<file path="src/rtl/spi_responder.sv">
// spi_responder: 16-bit SPI slave for the frame link driven by our SPI master.
//
// Bus mode: sclk idles high, miso changes on sclk fall, mosi is sampled on
// sclk rise, MSB first, 16 bits per frame framed by active-low ss_n.
// All SPI pins are oversampled by clk through SYNC_STAGES-deep synchronizers.
// The master must keep each sclk half-period at SYNC_STAGES+3 clk cycles or more.
//
// Optional feature, macro SPI_RESPONDER_RX_HANDSHAKE_EN:
//   defined   - rx_valid is a level cleared by rx_ack; an unread word that is
//               overwritten raises a one-cycle rx_overrun pulse.
//   undefined - rx_valid is a one-cycle pulse, rx_ack is ignored and
//               rx_overrun stays 0.
//
// Handshakes:
//   tx side : a word is accepted when tx_load=1 and tx_ready=1 in the same clk
//             cycle; tx_load while tx_ready=0 is dropped and the held word is kept.
//   rx side : rx_valid marks rx_data as a new word (a pulse, or a level held
//             until rx_ack when the handshake feature is built in).

module spi_responder #(
    parameter int          SYNC_STAGES = 2,
    parameter logic [15:0] IDLE_FILL   = 16'hFFFF
) (
    input  logic        clk,
    input  logic        rst,
    input  logic        sclk,
    input  logic        ss_n,
    input  logic        mosi,
    output logic        miso,
    output logic        miso_oe,
    input  logic [15:0] tx_data,
    input  logic        tx_load,
    output logic        tx_ready,
    output logic [15:0] rx_data,
    output logic        rx_valid,
    output logic        frame_err,
    input  logic        rx_ack,
    output logic        rx_overrun
);

    typedef enum logic [1:0] {
        IDLE       = 2'd0,
        SHIFT      = 2'd1,
        WAIT_DESEL = 2'd2
    } state_t;

    state_t state;

    // Synchronizer chains; the last stage is the usable in-domain copy.
    logic [SYNC_STAGES-1:0] sclk_sync;
    logic [SYNC_STAGES-1:0] ss_sync;
    logic [SYNC_STAGES-1:0] mosi_sync;

    // One extra delay flop per edge-detected signal.
    logic sclk_d;
    logic ss_d;

    logic sclk_s;
    logic ss_s;
    logic mosi_s;

    logic sclk_rise;
    logic sclk_fall;
    logic ss_rise;
    logic ss_fall;

    // Shift registers, bit counter and the tx holding register.
    logic [15:0] txsr;
    logic [15:0] rxsr;
    logic [3:0]  bit_cnt;
    logic [15:0] hold_word;
    logic        hold_full;
    logic        overrun_q;
    logic [15:0] rx_word;

    assign sclk_s = sclk_sync[SYNC_STAGES-1];
    assign ss_s   = ss_sync[SYNC_STAGES-1];
    assign mosi_s = mosi_sync[SYNC_STAGES-1];

    assign sclk_rise = sclk_s & ~sclk_d;
    assign sclk_fall = ~sclk_s & sclk_d;
    assign ss_rise   = ss_s & ~ss_d;
    assign ss_fall   = ~ss_s & ss_d;

    // Word completed by the current rising edge, including the bit sampled now.
    assign rx_word = {rxsr[14:0], mosi_s};

    assign tx_ready   = ~hold_full;
    assign rx_overrun = overrun_q;

`ifndef SPI_RESPONDER_RX_HANDSHAKE_EN
    // rx_ack has no function when rx_valid is a plain pulse.
    logic unused_rx_ack;
    assign unused_rx_ack = rx_ack;
`endif

    // Pin synchronizers plus edge-detect delay flops; idle levels on reset.
    always_ff @(posedge clk) begin
        if (rst) begin
            sclk_sync <= '1;
            ss_sync   <= '1;
            mosi_sync <= '0;
            sclk_d    <= 1'b1;
            ss_d      <= 1'b1;
        end else begin
            sclk_sync <= {sclk_sync[SYNC_STAGES-2:0], sclk};
            ss_sync   <= {ss_sync[SYNC_STAGES-2:0], ss_n};
            mosi_sync <= {mosi_sync[SYNC_STAGES-2:0], mosi};
            sclk_d    <= sclk_s;
            ss_d      <= ss_s;
        end
    end

    // Frame FSM with registered outputs and the tx holding register.
    always_ff @(posedge clk) begin
        if (rst) begin
            state     <= IDLE;
            miso      <= 1'b1;
            miso_oe   <= 1'b0;
            bit_cnt   <= 4'd0;
            txsr      <= 16'd0;
            rxsr      <= 16'd0;
            rx_data   <= 16'd0;
            rx_valid  <= 1'b0;
            frame_err <= 1'b0;
            overrun_q <= 1'b0;
            hold_word <= 16'd0;
            hold_full <= 1'b0;
        end else begin
            frame_err <= 1'b0;
            overrun_q <= 1'b0;
`ifdef SPI_RESPONDER_RX_HANDSHAKE_EN
            if (rx_ack) begin
                rx_valid <= 1'b0;
            end
`else
            rx_valid <= 1'b0;
`endif

            // A load is only taken while the holding register is empty. If the
            // frame starts in the same cycle with the register empty, the frame
            // uses IDLE_FILL and this word waits for the next frame.
            if (tx_load && !hold_full) begin
                hold_word <= tx_data;
                hold_full <= 1'b1;
            end

            case (state)
                IDLE: begin
                    miso    <= 1'b1;
                    miso_oe <= 1'b0;
                    if (ss_fall) begin
                        state   <= SHIFT;
                        bit_cnt <= 4'd0;
                        miso_oe <= 1'b1;
                        if (hold_full) begin
                            // tx_ready was 0, so no load can collide with this clear.
                            txsr      <= hold_word;
                            hold_full <= 1'b0;
                        end else begin
                            txsr <= IDLE_FILL;
                        end
                    end
                end

                SHIFT: begin
                    if (sclk_rise && bit_cnt == 4'd15) begin
                        // Completion wins over a deselect seen in the same cycle.
                        rxsr     <= rx_word;
                        rx_data  <= rx_word;
                        rx_valid <= 1'b1;
                        bit_cnt  <= 4'd0;
`ifdef SPI_RESPONDER_RX_HANDSHAKE_EN
                        if (rx_valid && !rx_ack) begin
                            overrun_q <= 1'b1;
                        end
`endif
                        if (ss_rise) begin
                            state   <= IDLE;
                            miso    <= 1'b1;
                            miso_oe <= 1'b0;
                        end else begin
                            state <= WAIT_DESEL;
                        end
                    end else if (ss_rise) begin
                        // Deselect before the 16th rise: drop the partial word.
                        frame_err <= 1'b1;
                        state     <= IDLE;
                        miso      <= 1'b1;
                        miso_oe   <= 1'b0;
                    end else begin
                        if (sclk_fall) begin
                            miso <= txsr[15];
                            txsr <= {txsr[14:0], 1'b0};
                        end
                        if (sclk_rise) begin
                            rxsr    <= rx_word;
                            bit_cnt <= bit_cnt + 4'd1;
                        end
                    end
                end

                WAIT_DESEL: begin
                    // Extra sclk edges are ignored; miso keeps its last bit.
                    if (ss_rise) begin
                        state   <= IDLE;
                        miso    <= 1'b1;
                        miso_oe <= 1'b0;
                    end
                end

                default: begin
                    state   <= IDLE;
                    miso    <= 1'b1;
                    miso_oe <= 1'b0;
                end
            endcase
        end
    end

endmodule

</file>
<file path="config.mk">
export PLATFORM = sky130hd
export DESIGN_NAME = spi_responder
export DESIGN_NICKNAME = d
export VERILOG_FILES = /design/src/rtl/spi_responder.sv
export SDC_FILE = /design/constraint.sdc
export NUM_CORES = 1
export LEC_CHECK = 0
export BUFFER_PORTS_ARGS = -buffer_cell sky130_fd_sc_hd__buf_2
export CAP_MARGIN = 20
export CORE_AREA = 2 2 84 86
export DETAILED_ROUTE_END_ITERATION = 10
export DIE_AREA = 0 0 86 88
export GPL_TIMING_DRIVEN = 0
export MAX_ROUTING_LAYER = met4
export PLACE_DENSITY = 0.74
export SYNTH_ARGS = -nofsm -noshare
export SYNTH_HDL_FRONTEND = slang
export SYNTH_SLANG_ARGS = --single-unit
export TNS_END_PERCENT = 30
</file>
<file path="constraint.sdc">
create_clock -name clk -period 1.5 [get_ports clk]
set_input_delay 0.075 -clock clk [delete_from_list [all_inputs] [get_ports clk]]
set_output_delay 0.075 -clock clk [all_outputs]
set_load 0.1 [all_outputs]
</file>
==> results of run 1 <==
-- sequential cells by signal, indices dropped and copies added (netlist names) --
signal	cells
ss_d	1
mosi_sync	2
rxsr	15
bit_cnt	4
rx_valid	1
txsr	16
miso_oe	1
ss_sync	2
sclk_d	1
rx_data	16
state	2
hold_full	1
miso	1
frame_err	1
sclk_sync	2
hold_word	16
-- cell usage after synthesis (2+ instances only) --
cell type,count,share of area (%)
inv_2,2,0.23
o2111ai_1,2,0.53
nor2b_1,4,0.75
a21oi_1,72,11
o21ai_0,21,3.2
or2_2,6,1.1
nand3_1,34,5.1
inv_1,5,0.56
nand2b_1,6,1.1
ha_1,5,1.9
a21o_1,16,3.6
dfxtp_1,82,49
nor2_1,10,1.1
nand4b_1,2,0.53
nor3_1,2,0.30
nand2_1,68,7.7
clkbuf_1,22,2.5
buf_2,8,1.2
o22ai_1,16,3.0
o211ai_1,2,0.45
-- power by group through the flow --
stage | combinational [mW] | sequential (mW) | clock (mW)
2_1_floorplan | 0.298 | 2.34 | 0
3_3_place_gp | 0.406 | 2.33 | 0
3_5_place_dp | 0.414 | 2.33 | 0
4_1_cts | 0.514 | 2.28 | 1.69
5_1_grt | 0.609 | 2.30 | 1.79
6_report | 0.562 | 2.29 | 1.66
-- per-stage QoR --
step	instances	power [mW]
2_1_floorplan	405	2.63
3_3_place_gp	526	2.74
3_5_place_dp	526	2.75
4_1_cts	572	4.49
5_1_grt	582	4.69
6_report	582	4.51
-- routing by layer --
metal	GRT usage [%]	routed length, um	vias to the layer above
met5	-	0	-
li1	-	-	1607
met1	28.6	3840	1554
met3	4.24	359	18
met4	11.3	194	0
met2	38.8	4460	88
-- final cells by class --
| class | instances | share of cell area (%) |
|---|---|---|
| Multi-Input combinational cell | 284 | 38.7 |
| Tap cell | 80 | 2.17 |
| Sequential cell | 82 | 36.1 |
| Buffer | 30 | 4.91 |
| Inverter | 7 | 0.869 |
| Timing Repair Buffer | 83 | 12.8 |
| Clock buffer | 9 | 2.69 |
| Clock inverter | 7 | 1.82 |
-- worst max path at each step --
stage                from          to  slack (ns)  depth (start not counted)
2_1_floorplan    state[1]  bit_cnt[0]       -0.13                          6
3_3_place_gp     state[1]    state[1]       -0.34                          7
3_5_place_dp   bit_cnt[0]  rx_data[9]       -0.37                          6
4_1_cts          state[1]  bit_cnt[0]       -0.13                          6
5_1_grt            sclk_d     rxsr[6]       -0.18                          6
6_report         state[0]    txsr[15]       -0.13                          7
-- repair_timing --
| action | CTS | global route |
|---|---|---|
| buffers inserted | 9 | 10 |
| hold endpoints to repair | 19 | 0 |
| hold buffers | 19 | 0 |
| pin swaps | 12 | 13 |
| gates resized for setup | 59 | 47 |
| cloned | 3 | 1 |
| setup endpoints to repair | 55 | 51 |
-- worst max-delay path: cells and delay by family, from the launching register on --
kind	cells	cell delay [ns]
buf+inv	2	0.28
flops	1	0.37
fa+ha+maj	1	0.20
compound gates	2	0.51
simple gates	2	0.18
-- kinds of logic (layout without fill, tap and decap cells) --
group / count (synthesis) / after routing
other: 1 / 1
adders and majority gates: 5 / 5
DFF: 82 / 82
AOI/OAI and AO/OA: 138 / 138
and+or+nand+nor: 140 / 140
buffers and inverters: 39 / 136
==> out/metrics.cfg, run 1 <==
[layout]
layout_commonest_cell=dfxtp_1
fill_cells=527
layout.nets=525
syn_to_final_growth_pct=38.6
final_cell_mix=dfxtp_1 (73), nand2_1 (66), a21oi_1 (64)
multi_input_area_um2=1780
final_layout_size_suffix_gt1_share_pct=30.9
final_area_um2=4610
final_core_util_pct=69.4
ff_latch_area_um2=1660
antenna_cells=0

[critical_path]
crit_path_max_incr_delay_ns=0.37
rrSetupSlack_ns=-0.13
rr_worst_depth=7
worstPathMaxFanout=7
end_kind=flop
cp.required_ns=1.78
critPathArrivalTime_ns=1.91
worst_path_max_delay_cell=dfxtp_4
reg2reg_from=state[0]
regToRegEndpoint=txsr[15]
critPathLaunchType=flop
worstPathCellList=inv_4 > ha_4 > nor2_4 > o2111ai_4 > buf_4 > nand3_1 > a21oi_2
critical_path_class=flop to flop

[global_route]
overflow=0
grtUsageTotal_pct=23.8
antenna_found_initial=0
grt_pass1_vias=2952
grt_start_max_net_pins=17
grt_pass1_wl_um=13800

[min_path]
hold_class=primary input to flop
min_delay_path_depth=4
holdPathEnd=hold_word[7]
hold_start=tx_load

[logic_synthesis]
synth_fp_nets=433
async_reset_ff_share_pct=0
synth.distinct_cells=40
syn_inst=405
synth_mux_area_share_pct=0
synth_xor_xnor_area_share_pct=0
ys_seq_elements=82
seq_area_frac_synth_pct=49.4
synthSimpleGateAreaFrac_pct=19.8
synthAdderAreaFrac_pct=1.88
synth-compound-area-share_pct=24.0
synth_top_family_by_area=compound AO/OA/AOI/OAI gates
synth_edf_count=0
yosys_most_used_dff=dfxtp_1
synth_area_per_cell_um2=8.21
ys_warn_count=0
syn-cell-area_um2=3330

[route]
vias_per_cell=5.61
dr.pass1.iters=5
drtIter0Drc=179
ant_nets=0
num_vias=3267
wl_per_cell_um=15.2
wirelength_um=8860
drt_drc_violations_left=0

[sta]
hold_viol=0
final_max_slew_viol_count=0
rsz0062_at_grt=true
finalWorstSetupSlack_ns=-0.126
period_share_pct=108
max_slew_margin_pct=61.2
setup_viol=33
skew_ns=0.00810
worstMarginPinSlew_ns=0.582
fin_tns_setup_ns=-1.56
fin_crit_ns=1.63
max_freq_ghz=0.615
hold_ws_ns=0.0836

[floorplan]
std_cell_rows=30
dieHeight_um=88
die_x_um=86
initial_core_util_pct=50.1
core_um2=6640
fp.dieArea_um2=7570
boundaryPins=45

[placed_design]
portBuffers=41
place_congestion=0.857
hpwl_um=5230
place_area_um2=3690
pre_cts_slack_ns=-0.369

[clock_network]
clk_path_buf_depth=2
clk_pin_slew_ns=0.09
cts_tree=done
clk_latency_ns=0.36
cts.htree.levels=3
root_buffer=clkbuf_8
cts.sinks=82
cts_buffers=9

[pwr]
peakVddDrop_v=0.000664
power_density_nw_per_um2=977
clockPowerShare_pct=36.8
leakagePower_nw=1.79
pwr-share-comb_pct=12.5
seqPwrFrac_pct=50.8
p_sw_share_pct=27.2
p_sw_mw=1.22
p_int_mw=3.28

[run]
maxCapViolCount=0

[run_status]
status=finished, violations left
violations=negative setup slack

Power figures use the tool's default switching activity.
==> run 2: changes to the inputs <==
Settings changed: BUFFER_PORTS_ARGS -buffer_cell sky130_fd_sc_hd__buf_2 to default, CORE_AREA 2 2 84 86 to 2 2 81 83, DIE_AREA 0 0 86 88 to 0 0 83 85, DONT_BUFFER_PORTS from default to 1, PLACE_DENSITY 0.74 to 0.72.
==> out/metrics.cfg, run 2 (synthesis results as in run 1) <==
[critical_path]
critical_path_class=flop to flop
worstPathCellList=inv_4 > ha_4 > a21boi_4 > o2111ai_4 > clkbuf_8 > a21o_1 > a21oi_2
critPathArrivalTime_ns=1.89
reg2reg_from=state[0]
rr_worst_depth=7
cp.required_ns=1.78
worstPathMaxFanout=7
end_kind=flop
critPathLaunchType=flop
crit_path_max_incr_delay_ns=0.39
regToRegEndpoint=txsr[5]
rrSetupSlack_ns=-0.11
critPathTopFamily=compound AO/OA/AOI/OAI gates
worst_path_max_delay_cell=dfxtp_4
crit_buf_inv=2

[min_path]
min_delay_path_depth=2
holdPathEnd=mosi_sync[1]
hold_class=primary input to flop
hold_start=rst

[floorplan]
dieHeight_um=85
fp.dieArea_um2=7060
core_um2=6200
initial_core_util_pct=53.6
std_cell_rows=29
die_x_um=83
boundaryPins=45

[sta]
final_max_slew_viol_count=0
finalWorstSetupSlack_ns=-0.111
skew_ns=0.00593
period_share_pct=107
fin_crit_ns=1.61
max_freq_ghz=0.621
max_slew_margin_pct=34.3
setup_viol=50
worstMarginPinSlew_ns=0.984
hold_ws_ns=0.0948
rsz0062_at_grt=true
hold_viol=0

[clock_network]
cts.sinks=82
cts.htree.levels=3
cts_buffers=9
cts_tree=done
root_buffer=clkbuf_8
clk_pin_slew_ns=0.08
clk_path_buf_depth=2
clk_latency_ns=0.35

[global_route]
grt_pass1_wl_um=13600
overflow=0
grtUsageTotal_pct=24.3
grt_pass1_vias=2877
grt_start_max_net_pins=15
antenna_found_initial=0

[pwr]
power_density_nw_per_um2=1060
leakagePower_nw=1.63
peakVddDrop_v=0.000887
total_power_mw=4.74

[layout]
fill_cells=471
layout_commonest_cell=dfxtp_1
syn_to_final_growth_pct=34.2
layout.nets=485
final_cell_mix=dfxtp_1 (72), nand2_1 (64), a21oi_1 (55)
reg_top3=hold_word (16), rx_data (16), txsr (16)
final_layout_size_suffix_gt1_share_pct=26.6
ff_latch_area_um2=1670
multi_input_area_um2=1790
antenna_cells=0

[run_status]
status=finished, violations left
violations=negative setup slack

[route]
ant_nets=0
num_vias=3157
vias_per_cell=5.86
drt_drc_violations_left=0
wl_per_cell_um=15.6
dr.pass1.iters=5
wirelength_um=8430
drtIter0Drc=180

[placed_design]
portBuffers=0
place_congestion=0.921
hpwl_um=5170
pre_cts_slack_ns=-0.379

[run]
maxCapViolCount=0

## run 2: cell count changes in the layout (fill, tap and decap cells not counted), sizes merged
cell,change
bufinv,+2
dlygate4sd3,+1
clkinv,+2
clkbuf,+3
clkinvlp,-1
inv,-3
buf,-44
## run 2: through the flow
stage | utilization, % | TNS (ns) | std cells | cell area, um^2
after floorplan | - | -0.669 | 405 | 3380
after global placement | 56.1 | -14.21 | 482 | 3480
after detailed placement | 56.1 | -15.93 | 482 | 3480
after CTS | 67.6 | -2.69 | 528 | 4200
after global routing | 71.9 | -6.77 | 539 | 4460
final | 71.9 | -2.03 | 539 | 4460
## run 2: layout make-up
cell class,instances,share of cell area (%)
Tap cell,77,2.16
Inverter,7,0.841
Buffer,30,5.05
Sequential cell,82,37.4
Timing Repair Buffer,43,9.00
Clock buffer,9,2.78
Clock inverter,7,2.64
Multi-Input combinational cell,284,40.2
## run 2: layer usage
| metal | global-route usage [%] | wire [um] |
|---|---|---|
| met1 | 31.7 | 3750 |
| met2 | 37.2 | 4010 |
| met3 | 5.16 | 461 |
| met4 | 9.69 | 201 |
| met5 | - | 0 |
## run 2: power by group
group          switching [mW]  internal [mW]  total, mW
clock                   0.799           1.11       1.90
combinational           0.300          0.238      0.539
sequential             0.0609           2.24       2.30
## run 2: worst max path at each step
stage	slack [ns]	end	startpoint	depth (start not counted)
finish	-0.11	txsr[5]	state[0]	7
global route	-0.20	txsr[8]	state[1]	7
CTS	-0.13	bit_cnt[0]	sclk_d	5
detailed placement	-0.38	rx_data[8]	state[1]	8
global placement	-0.36	state[1]	state[1]	7
floorplan	-0.13	bit_cnt[0]	state[1]	6
## run 2: repair_timing
item | 4_1_cts | 5_1_grt
endpoints found under the hold margin | 19 | 0
resized for setup | 57 | 52
pin swaps | 22 | 27
hold buffers | 20 | 0
cloned | 2 | 2
buffers inserted | 9 | 10
endpoints found under the setup margin | 64 | 64
